[src/rtl/eca_pkg.sv]
// Shared definitions for the erasure coding job sequencer.
//   - sequencer FSM state encoding
//   - default geometry (parity units, GF width, stripe counter width)
//   - clog2_min1(): address/index width helper that never returns 0
package eca_pkg;

  localparam int M_PARITY_DEF     = 2;
  localparam int W_GF_DEF         = 8;
  localparam int STRIPE_CNT_W_DEF = 16;

  typedef enum logic [3:0] {
    IDLE,
    WAIT_IN,
    BM_RD,
    BM_WAIT,
    ENG,
    ENG_WAIT,
    OUT_WR,
    REL,
    FIN
  } state_t;

  // A single-entry range still needs a 1-bit index.
  function automatic int clog2_min1(input int n);
    return (n < 2) ? 1 : $clog2(n);
  endfunction

endpackage

[src/rtl/eca_job_seq_if.sv]
// Datapath handshake bundle between the job sequencer and the
// input buffer, bitmatrix memory, engine and output buffer.
//   master : sequencer side (drives requests, release, flush)
//   slave  : datapath side (drives valids, done, full)
interface eca_job_seq_if #(
  parameter int BM_ADDR_W = eca_pkg::clog2_min1(eca_pkg::M_PARITY_DEF * eca_pkg::W_GF_DEF),
  parameter int IDX_W     = eca_pkg::clog2_min1(eca_pkg::M_PARITY_DEF)
);

  logic                 inbuf_stripe_val;
  logic                 inbuf_release;
  logic                 bm_rd_req;
  logic [BM_ADDR_W-1:0] bm_rd_addr;
  logic                 bm_rd_data_val;
  logic                 eng_start;
  logic                 eng_done;
  logic                 eng_flush;
  logic                 outbuf_full;
  logic                 outbuf_wr_req;
  logic [IDX_W-1:0]     outbuf_wr_idx;

  modport master (
    input  inbuf_stripe_val, bm_rd_data_val, eng_done, outbuf_full,
    output inbuf_release, bm_rd_req, bm_rd_addr, eng_start, eng_flush,
           outbuf_wr_req, outbuf_wr_idx
  );

  modport slave (
    output inbuf_stripe_val, bm_rd_data_val, eng_done, outbuf_full,
    input  inbuf_release, bm_rd_req, bm_rd_addr, eng_start, eng_flush,
           outbuf_wr_req, outbuf_wr_idx
  );

endinterface

[src/rtl/eca_row_cnt.sv]
// Nested parity-unit (m) / GF bit-row (b) counter for one stripe.
// Ports:
//   clk, rst        clock, synchronous active-high reset
//   clr             return to m=0, b=0
//   inc_b           advance to the next bit-row of the current parity unit
//   inc_m           advance to the next parity unit, b back to 0
//   m_idx           current parity unit
//   bm_addr         bitmatrix row address m*W_GF + b
//   last_b, last_m  current row / parity unit is the final one
module eca_row_cnt
  import eca_pkg::*;
#(
  parameter int M_PARITY  = M_PARITY_DEF,
  parameter int W_GF      = W_GF_DEF,
  parameter int BM_ADDR_W = clog2_min1(M_PARITY_DEF * W_GF_DEF),
  parameter int IDX_W     = clog2_min1(M_PARITY_DEF)
) (
  input  logic                 clk,
  input  logic                 rst,
  input  logic                 clr,
  input  logic                 inc_b,
  input  logic                 inc_m,
  output logic [IDX_W-1:0]     m_idx,
  output logic [BM_ADDR_W-1:0] bm_addr,
  output logic                 last_b,
  output logic                 last_m
);

  localparam int B_W = clog2_min1(W_GF);

  logic [B_W-1:0]   b_q;
  logic [IDX_W-1:0] m_q;

  always_ff @(posedge clk) begin
    if (rst || clr) begin
      m_q <= '0;
      b_q <= '0;
    end else if (inc_m) begin
      m_q <= m_q + IDX_W'(1);
      b_q <= '0;
    end else if (inc_b) begin
      b_q <= b_q + B_W'(1);
    end
  end

  assign m_idx   = m_q;
  assign last_b  = (int'(b_q) == W_GF - 1);
  assign last_m  = (int'(m_q) == M_PARITY - 1);
  assign bm_addr = BM_ADDR_W'(int'(m_q) * W_GF + int'(b_q));

endmodule

[src/rtl/eca_job_seq.sv]
// Job sequencer: runs N stripes; per stripe walks every parity unit and
// bit-row (bitmatrix fetch -> engine op), commits one parity word per
// unit, then releases the stripe and reports progress.
// Ports:
//   clk, rst            clock, synchronous active-high reset
//   cfg_start/abort     one-cycle command pulses from the register block
//   cfg_stripe_num      stripes in the job, sampled on an accepted start
//   sts_busy            job in progress
//   sts_done/aborted    one-cycle end-of-job pulses
//   sts_stripes_done    stripes completed in the current or last job
//   dp                  datapath handshake bundle (master side)
//
// state    | meaning
// IDLE     | no job; waits for cfg_start
// WAIT_IN  | waits for a full stripe in the input buffer
// BM_RD    | bitmatrix row read request issued
// BM_WAIT  | waits for bitmatrix row data
// ENG      | engine start issued
// ENG_WAIT | waits for engine result
// OUT_WR   | commits parity word once the output buffer has room
// REL      | releases the stripe, bumps the completed count
// FIN      | job done pulse
module eca_job_seq
  import eca_pkg::*;
#(
  parameter int M_PARITY     = M_PARITY_DEF,
  parameter int W_GF         = W_GF_DEF,
  parameter int STRIPE_CNT_W = STRIPE_CNT_W_DEF
) (
  input  logic                    clk,
  input  logic                    rst,
  input  logic                    cfg_start,
  input  logic                    cfg_abort,
  input  logic [STRIPE_CNT_W-1:0] cfg_stripe_num,
  output logic                    sts_busy,
  output logic                    sts_done,
  output logic                    sts_aborted,
  output logic [STRIPE_CNT_W-1:0] sts_stripes_done,
  eca_job_seq_if.master           dp
);

  localparam int BM_ADDR_W = clog2_min1(M_PARITY * W_GF);
  localparam int IDX_W     = clog2_min1(M_PARITY);

  state_t state_q, state_d;

  logic [STRIPE_CNT_W-1:0] num_q;
  logic [IDX_W-1:0]        m_idx, wr_idx_q;
  logic [BM_ADDR_W-1:0]    bm_addr;
  logic                    last_b, last_m;
  logic                    cnt_clr, inc_b, inc_m;
  logic                    accept, start_zero, wr_d, take_abort;
  logic                    release_q, bm_req_q, eng_start_q, flush_q, wr_req_q;

  eca_row_cnt #(
    .M_PARITY  (M_PARITY),
    .W_GF      (W_GF),
    .BM_ADDR_W (BM_ADDR_W),
    .IDX_W     (IDX_W)
  ) u_row_cnt (
    .clk     (clk),
    .rst     (rst),
    .clr     (cnt_clr),
    .inc_b   (inc_b),
    .inc_m   (inc_m),
    .m_idx   (m_idx),
    .bm_addr (bm_addr),
    .last_b  (last_b),
    .last_m  (last_m)
  );

  // sts_busy is low in IDLE and FIN, so an abort there is ignored.
  assign take_abort = cfg_abort && sts_busy;

  always_comb begin
    state_d    = state_q;
    cnt_clr    = 1'b0;
    inc_b      = 1'b0;
    inc_m      = 1'b0;
    accept     = 1'b0;
    start_zero = 1'b0;
    wr_d       = 1'b0;
    if (take_abort) begin
      state_d = IDLE;
      cnt_clr = 1'b1;
    end else begin
      case (state_q)
        IDLE: if (cfg_start) begin
          if (cfg_stripe_num == '0) start_zero = 1'b1;
          else begin
            accept  = 1'b1;
            state_d = WAIT_IN;
          end
        end
        WAIT_IN: if (dp.inbuf_stripe_val) begin
          cnt_clr = 1'b1;
          state_d = BM_RD;
        end
        BM_RD:   state_d = BM_WAIT;
        BM_WAIT: if (dp.bm_rd_data_val) state_d = ENG;
        ENG:     state_d = ENG_WAIT;
        ENG_WAIT: if (dp.eng_done) begin
          if (!last_b) begin
            inc_b   = 1'b1;
            state_d = BM_RD;
          end else state_d = OUT_WR;
        end
        OUT_WR: if (!dp.outbuf_full) begin
          wr_d = 1'b1;
          if (!last_m) begin
            inc_m   = 1'b1;
            state_d = BM_RD;
          end else state_d = REL;
        end
        // The count was already bumped on entry to REL.
        REL:     state_d = (sts_stripes_done == num_q) ? FIN : WAIT_IN;
        FIN:     state_d = IDLE;
        default: state_d = IDLE;
      endcase
    end
  end

  // Pulses are registered from the transition taken, so each one is
  // high for exactly the cycle spent in the state that owns it.
  always_ff @(posedge clk) begin
    if (rst) begin
      state_q          <= IDLE;
      num_q            <= '0;
      sts_stripes_done <= '0;
      sts_busy         <= 1'b0;
      sts_done         <= 1'b0;
      sts_aborted      <= 1'b0;
      release_q        <= 1'b0;
      bm_req_q         <= 1'b0;
      eng_start_q      <= 1'b0;
      flush_q          <= 1'b0;
      wr_req_q         <= 1'b0;
      wr_idx_q         <= '0;
    end else begin
      state_q     <= state_d;
      sts_busy    <= (state_d != IDLE) && (state_d != FIN);
      sts_done    <= start_zero || (state_d == FIN);
      sts_aborted <= take_abort;
      flush_q     <= take_abort;
      release_q   <= (state_d == REL);
      bm_req_q    <= (state_d == BM_RD);
      eng_start_q <= (state_d == ENG);
      wr_req_q    <= wr_d;
      if (wr_d) wr_idx_q <= m_idx;
      if (accept) begin
        num_q            <= cfg_stripe_num;
        sts_stripes_done <= '0;
      end else if (state_d == REL) begin
        sts_stripes_done <= sts_stripes_done + STRIPE_CNT_W'(1);
      end
    end
  end

  assign dp.inbuf_release = release_q;
  assign dp.bm_rd_req     = bm_req_q;
  assign dp.bm_rd_addr    = bm_addr;
  assign dp.eng_start     = eng_start_q;
  assign dp.eng_flush     = flush_q;
  assign dp.outbuf_wr_req = wr_req_q;
  assign dp.outbuf_wr_idx = wr_idx_q;

endmodule

[src/flat_wrapper.sv]
// flat-port wrapper written by rule: the top's interface ports become plain ports
module eca_job_seq_flat import eca_pkg::*;
#(
  parameter int M_PARITY     = M_PARITY_DEF,
  parameter int W_GF         = W_GF_DEF,
  parameter int STRIPE_CNT_W = STRIPE_CNT_W_DEF
)
  (clk, rst, cfg_start, cfg_abort, cfg_stripe_num, sts_busy, sts_done, sts_aborted, sts_stripes_done, dp_inbuf_stripe_val, dp_bm_rd_data_val, dp_eng_done, dp_outbuf_full, dp_inbuf_release, dp_bm_rd_req, dp_bm_rd_addr, dp_eng_start, dp_eng_flush, dp_outbuf_wr_req, dp_outbuf_wr_idx);
  eca_job_seq_if #(.BM_ADDR_W((4)), .IDX_W((1))) dp_i ();
  input  logic clk;
  input  logic rst;
  input  logic cfg_start;
  input  logic cfg_abort;
  input  logic [STRIPE_CNT_W-1:0] cfg_stripe_num;
  output logic sts_busy;
  output logic sts_done;
  output logic sts_aborted;
  output logic [STRIPE_CNT_W-1:0] sts_stripes_done;
  input wire logic [$bits(dp_i.inbuf_stripe_val)-1:0] dp_inbuf_stripe_val;
  input wire logic [$bits(dp_i.bm_rd_data_val)-1:0] dp_bm_rd_data_val;
  input wire logic [$bits(dp_i.eng_done)-1:0] dp_eng_done;
  input wire logic [$bits(dp_i.outbuf_full)-1:0] dp_outbuf_full;
  output wire logic [$bits(dp_i.inbuf_release)-1:0] dp_inbuf_release;
  output wire logic [$bits(dp_i.bm_rd_req)-1:0] dp_bm_rd_req;
  output wire logic [$bits(dp_i.bm_rd_addr)-1:0] dp_bm_rd_addr;
  output wire logic [$bits(dp_i.eng_start)-1:0] dp_eng_start;
  output wire logic [$bits(dp_i.eng_flush)-1:0] dp_eng_flush;
  output wire logic [$bits(dp_i.outbuf_wr_req)-1:0] dp_outbuf_wr_req;
  output wire logic [$bits(dp_i.outbuf_wr_idx)-1:0] dp_outbuf_wr_idx;
  assign dp_i.inbuf_stripe_val = dp_inbuf_stripe_val;
  assign dp_i.bm_rd_data_val = dp_bm_rd_data_val;
  assign dp_i.eng_done = dp_eng_done;
  assign dp_i.outbuf_full = dp_outbuf_full;
  assign dp_inbuf_release = dp_i.inbuf_release;
  assign dp_bm_rd_req = dp_i.bm_rd_req;
  assign dp_bm_rd_addr = dp_i.bm_rd_addr;
  assign dp_eng_start = dp_i.eng_start;
  assign dp_eng_flush = dp_i.eng_flush;
  assign dp_outbuf_wr_req = dp_i.outbuf_wr_req;
  assign dp_outbuf_wr_idx = dp_i.outbuf_wr_idx;
  eca_job_seq #(.M_PARITY(M_PARITY), .W_GF(W_GF), .STRIPE_CNT_W(STRIPE_CNT_W)) u_core (.clk(clk), .rst(rst), .cfg_start(cfg_start), .cfg_abort(cfg_abort), .cfg_stripe_num(cfg_stripe_num), .sts_busy(sts_busy), .sts_done(sts_done), .sts_aborted(sts_aborted), .sts_stripes_done(sts_stripes_done), .dp(dp_i));
endmodule
[config.mk]
export PLATFORM = sky130hd
export DESIGN_NAME = eca_job_seq_flat
export DESIGN_NICKNAME = d
export VERILOG_FILES = /design/src/rtl/eca_pkg.sv /design/src/rtl/eca_job_seq_if.sv /design/src/rtl/eca_row_cnt.sv /design/src/rtl/eca_job_seq.sv /design/src/flat_wrapper.sv
export SDC_FILE = /design/constraint.sdc
export NUM_CORES = 1
export LEC_CHECK = 0
export ABC_AREA = 1
export BUFFER_PORTS_ARGS = -buffer_cell sky130_fd_sc_hd__buf_2
export CAP_MARGIN = 40
export CORE_MARGIN = 2
export CORE_UTILIZATION = 52
export DETAILED_ROUTE_END_ITERATION = 10
export PLACE_DENSITY = 0.77
export SLEW_MARGIN = 20
export SYNTH_ARGS = -nofsm -noshare
export SYNTH_HDL_FRONTEND = slang
export SYNTH_SLANG_ARGS = --single-unit
export TNS_END_PERCENT = 50
[constraint.sdc]
create_clock -name clk -period 1.9 [get_ports clk]
set_input_delay 0.095 -clock clk [delete_from_list [all_inputs] [get_ports clk]]
set_output_delay 0.095 -clock clk [all_outputs]
set_load 0.005 [all_outputs]
Word-level counts from Yosys, hierarchy flattened
Index checks and enable logic that the tools add are counted.

Bits in writable memories: 0. Memories kept: 0. Input port bits: 24. Word-level logic and storage cells: 73. Bits in latches: 0. Register bits after elaboration: 48. ROM bits: 0.

Divide/modulo/power cells: 0. Reduce and logical (&&, ||, !) cells: 9. Shift-type cells: 0. Bitwise logic cells: 0. Add/subtract/negate cells: 4. Equality and inequality tests: 14. Mux-type cells: 33. Multipliers: 0. Order comparisons: 0.

Operators by type and width (number): 2-to-1 mux 4 bit (8); one-hot mux 4 bit (8 select lines) (1); equality test 4 x 3 -> 1 bit, second input constant (6); 2-to-1 mux 1 bit (22); adder 16 x 1 -> 16 bit, second input constant (1); equality test 16 bit (1); zero test 16 bit (1); equality test 4 x 2 -> 1 bit, second input constant (3); 2-to-1 mux 3 bit (2); adder 4 x 3 -> 4 bit (1); equality test 4 x 1 -> 1 bit, second input constant (1); equality test 4 bit, second input constant (1); zero test 4 bit (1); != test 4 bit, second input constant (1); nonzero test 4 bit (1); OR reduction 2 bit (2); adder 3 x 1 -> 3 bit, second input constant (1); equality test 3 x 1 -> 1 bit, second input constant (1); logical AND 1 bit (2); logical OR 1 bit (2); adder 1 bit, second input constant (1).

Longest topological paths before layout
Depth in word-level cells: 7. Gate-level depth with buffers: 13. Mapped depth without buffers: 13.

Modules after synthesis
A second synthesis with hierarchy kept.

Cells, all modules: 410. Area, all modules: 2796.4 µm².

Modules (own cells, without submodules): eca_job_seq (cells each 377, seq. area each 880.8 µm², instances 1, area each 2582.5 µm²); eca_row_cnt (cells each 33, seq. area each 80.1 µm², instances 1, area each 214.0 µm²).

Worst setup path after synthesis
Ideal clock, no wire load.

Path kind: register to register. Start point: reg u_core.sts_stripes_done[1]. End point: reg u_core.sts_stripes_done[14]. Arrival time: 1.436 ns. Data required time: 1.784 ns. Cell stages (with the launch flop): 9. Slack: 0.348 ns. Path through: dfxtp_1 -> ha_1 -> nand2_1 -> nor2_1 -> nand2_1 -> nor3_1 -> nand4_1 -> o21ai_0 -> nor2_1.

Longest elaborated chain between the ends: 5. Elaborated cells between the ends (all ways): 6.

RTL lines: start, declared (RTL line eca_job_seq.sv:38) `output logic [STRIPE_CNT_W-1:0] sts_stripes_done,`; start signal, assigned (RTL line eca_job_seq.sv:154) `sts_stripes_done <= sts_stripes_done + STRIPE_CNT_W'(1);`; equality test 16 bit (RTL line eca_job_seq.sv:116) `REL: state_d = (sts_stripes_done == num_q) ? FIN : WAIT_IN;`; 2-to-1 mux 4 bit (RTL line eca_job_seq.sv:116); one-hot mux 4 bit (8 select lines) (RTL line eca_job_seq.sv:87) `case (state_q)`; 2-to-1 mux 4 bit (RTL line eca_job_seq.sv:83) `if (take_abort) begin`; equality test 4 x 3 -> 1 bit (RTL line eca_job_seq.sv:153) `end else if (state_d == REL) begin`.

Several ways; a longest one is shown, not always the timed one. A chain may end at the register's enable or synchronous reset.

Worst setup path after layout
Ends and elaborated chain as after synthesis.

==> impl_metrics.env <==
export IMPL_place_congestion=0.977
export IMPL_overflow=0
export IMPL_synth_cells=362
export IMPL_nFillCells=426
export IMPL_drt_pass1_iterations=4
export IMPL_peakVddDrop_uv=471
export IMPL_clk_latency_ps=300
export IMPL_use_met1_pct=27.6
export IMPL_ys_ff_latch=48
export IMPL_dpl_cell_count=463
export IMPL_cp_end_kind="register"
export IMPL_final_seq_area_um2=962
export IMPL_fmax_mhz=582
export IMPL_post_route_period_util_pct=90.4
export IMPL_grt_most_used_layer="met2"
export IMPL_worstSetupPathType="reg2reg"
export IMPL_h_tree_depth=2
export IMPL_detailed_place_hpwl_um=4430
export IMPL_synth_top_family_by_area="simple AND/OR/NAND/NOR gates"
export IMPL_wl_per_cell_um=12.0
export IMPL_cts_buffers_inserted=5
export IMPL_die_area_mm2=0.00527
export IMPL_syn_to_final_growth_pct=16.6
export IMPL_synth_top_area_share_pct=39.3
export IMPL_drt_iter0_markers=164
export IMPL_synthMuxAreaShare_pct=0.921
export IMPL_synth_edf_count=0
export IMPL_rsz0062_at_grt="false"
export IMPL_gr_usage_all_layers_pct=22.7
export IMPL_synth_avg_cell_area_um2=6.76
export IMPL_crit_arrival_ps=1910
export IMPL_grt_max_degree=19
export IMPL_tightest_slew_ps=438
export IMPL_final_common_cell="nand2_1"
export IMPL_antenna_found_initial=0
export IMPL_multi_input_comb_area_mm2=0.00125
export IMPL_drive_above_1_share_pct=19.1
export IMPL_yosys_area_share_xor_xnor_pct=0.358
export IMPL_synth_fa_ha_area_share_pct=1.53
export IMPL_yosys_area_share_simple_pct=34.8
export IMPL_path_cells="ha_1 > nand2_1 > nor2_1 > nand2_1 > nor3_1 > nand4_1 > o21ai_0 > nor2_1"
export IMPL_max_cap_violations=0
export IMPL_die_w_um=72.6
export IMPL_synth_area_leaders="dfxtp_1 (39%), nand2_1 (15%), nor2_1 (7.2%)"
export IMPL_hold_viol_final=0
export IMPL_nNetsFinal=445
export IMPL_p_int_w=0.00148
export IMPL_finalSetupViolCount=0
export IMPL_cts_tree="built"
export IMPL_fp_dieH_um=72.6
export IMPL_leakage_nw=1.32
export IMPL_ys_types=34
export IMPL_cp_required_ps=2090
export IMPL_setup_slack_ps=183
export IMPL_swShare_pct=27.6
export IMPL_power_density_mw_per_mm2=718
export IMPL_diodes=0
export IMPL_num_vias=2394
export IMPL_netlist_area_mm2=0.00245
export IMPL_final_cells=471
export IMPL_cp_start_kind="register"
export IMPL_pin_count=53
export IMPL_antenna_left=0
export IMPL_grt_pass1_wl_um=9520
export IMPL_pwr_share_clk_pct=30.3
export IMPL_routed_wirelength_um=5630
export IMPL_dp_slack_ps=203
export IMPL_relSlewSlack_pct=70.8
export IMPL_p_seq_share_pct=53.5
export IMPL_cts_root_buffer="clkbuf_8"
export IMPL_io_buffers=52
export IMPL_syn_nets=389
export IMPL_path_max_fanout=5
export IMPL_finalMaxSlewViolations=0
export IMPL_max_stage_delay_ps=430
export IMPL_hold_class="in2reg"
export IMPL_switchingPower_w=0.000564
export IMPL_final_cell_mix="nand2_1 (100), buf_2 (52), nor2_1 (47), dfxtp_1 (47), inv_1 (44)"
export IMPL_setup_tns_ps=0
export IMPL_synth_top_flop_cell="dfxtp_1"
export IMPL_synth_top_cell_by_area="dfxtp_1"
export IMPL_clockBufferDepth=2
export IMPL_std_cell_rows=24
export IMPL_grt_pass1_vias=2250
export IMPL_slowest_stage="dfxtp_1"
export IMPL_initial_core_util_pct=55.0
export IMPL_synth_compound_area_share_pct=13.4
export IMPL_skew_ps=7.13
export IMPL_cts_num_sinks=48
export IMPL_core_area_mm2=0.00444
export IMPL_min_period_ps=1720
export IMPL_clk_pin_slew_ps=80
export IMPL_post_route_drc_count=0
export IMPL_grt_util_met3_pct=3.18
export IMPL_cp_top_family="simple AND/OR/NAND/NOR gates"
export IMPL_yosysWarnings=0
export IMPL_comb_power_share_pct=16.2
export IMPL_routed_via_density=5.08
export IMPL_ys_seq_area_share_pct=39.3
export IMPL_status="finished clean"
export IMPL_async_flop_share_pct=0
export IMPL_gr_usage_met2_pct=40.1
export IMPL_cp_num_buf_inv=0
[worst min-delay path, cell delays in order]
cell	delay (ps)
buf_2	80
o21ai_0	70
a21oi_1	100
[cells in the mapped netlist, types with 2 or more instances]
cell type and instances:
nand2_1 100, dfxtp_1 48, nor2_1 47, inv_1 44
a21oi_1 31, o21ai_0 24, nand3_1 13, nor3_1 12
nand4_1 5, and3_1 3, clkbuf_1 3, ha_1 3
a31oi_1 2, buf_2 2, buf_4 2, buf_6 2
mux2_2 2, nor3_2 2, o21ai_2 2
[final cells by class]
| cell class | instances | share of cell area (%) |
|---|---|---|
| Clock buffer | 8 | 3.16 |
| Timing Repair Buffer | 59 | 11.0 |
| Tap cell | 52 | 2.28 |
| Sequential cell | 48 | 33.7 |
| Multi-Input combinational cell | 258 | 43.7 |
| Inverter | 46 | 6.14 |
[state kept, by name, indices dropped and copies added (netlist names)]
name	flops
u_core.sts_stripes_done	16
u_core.u_row_cnt.b_q	3
u_core.dp.outbuf_wr_idx	1
u_core.num_q	16
u_core.state_q	4
u_core.dp.outbuf_wr_req	1
u_core.dp.bm_rd_req	1
u_core.dp.eng_start	1
u_core.dp.inbuf_release	1
u_core.dp.eng_flush	1
u_core.u_row_cnt.last_m	1
u_core.sts_busy	1
u_core.sts_done	1
[routing by layer]
| layer | up-vias | wire [um] |
|---|---|---|
| li1 | 1269 | - |
| met1 | 1050 | 2440 |
| met2 | 62 | 2800 |
| met3 | 13 | 272 |
| met4 | 0 | 122 |
| met5 | - | 0 |
[what timing repair did]
item / in CTS / in global routing
hold buffers: 0 / 0
resized for setup: 0 / 1
endpoints found under the setup margin: 0 / 1
endpoints found under the hold margin: 0 / 0
setup buffers: 0 / 0
[metrics by stage]
stage,util [%],total power [W],hold slack [ps],instance area [um^2]
finish,64.2,0.00205,90.2,2850
global route,64.2,0.00216,108,2850
global placement,62.1,0.00144,388,2760
floorplan,-,0.00135,286,2450
CTS,64.2,0.00206,91.8,2850
detailed placement,62.1,0.00145,403,2760
[power by group through the flow]
stage / registers (W) / clock network, W / logic [W]
finish: 0.00110 / 0.000621 / 0.000331
global placement: 0.00112 / 0 / 0.000324
global route: 0.00110 / 0.000671 / 0.000382
CTS: 0.00110 / 0.000630 / 0.000331
detailed placement: 0.00112 / 0 / 0.000328
floorplan: 0.00111 / 0 / 0.000231
[cell families after synthesis]
family	Yosys count
adders and majority gates	3
buffers and inverters	56
and+or+nand+nor	190
DFF	48
AOI/OAI and AO/OA	62
xor gates and xnor gates	1
muxes	2
[path summary, 6_finish.rpt]
kind                                   start                           to  slack, ps  cells after the start
setup / recovery  u_core.sts_stripes_done[1]  u_core.sts_stripes_done[14]        180                      8
hold / removal            cfg_stripe_num[13]             u_core.num_q[13]         90                      3
setup reg to reg  u_core.sts_stripes_done[1]  u_core.sts_stripes_done[14]        180                      8
hold reg to reg              u_core.num_q[0]              u_core.num_q[0]        470                      2
Note: power is estimated with default switching activity, not from simulation.
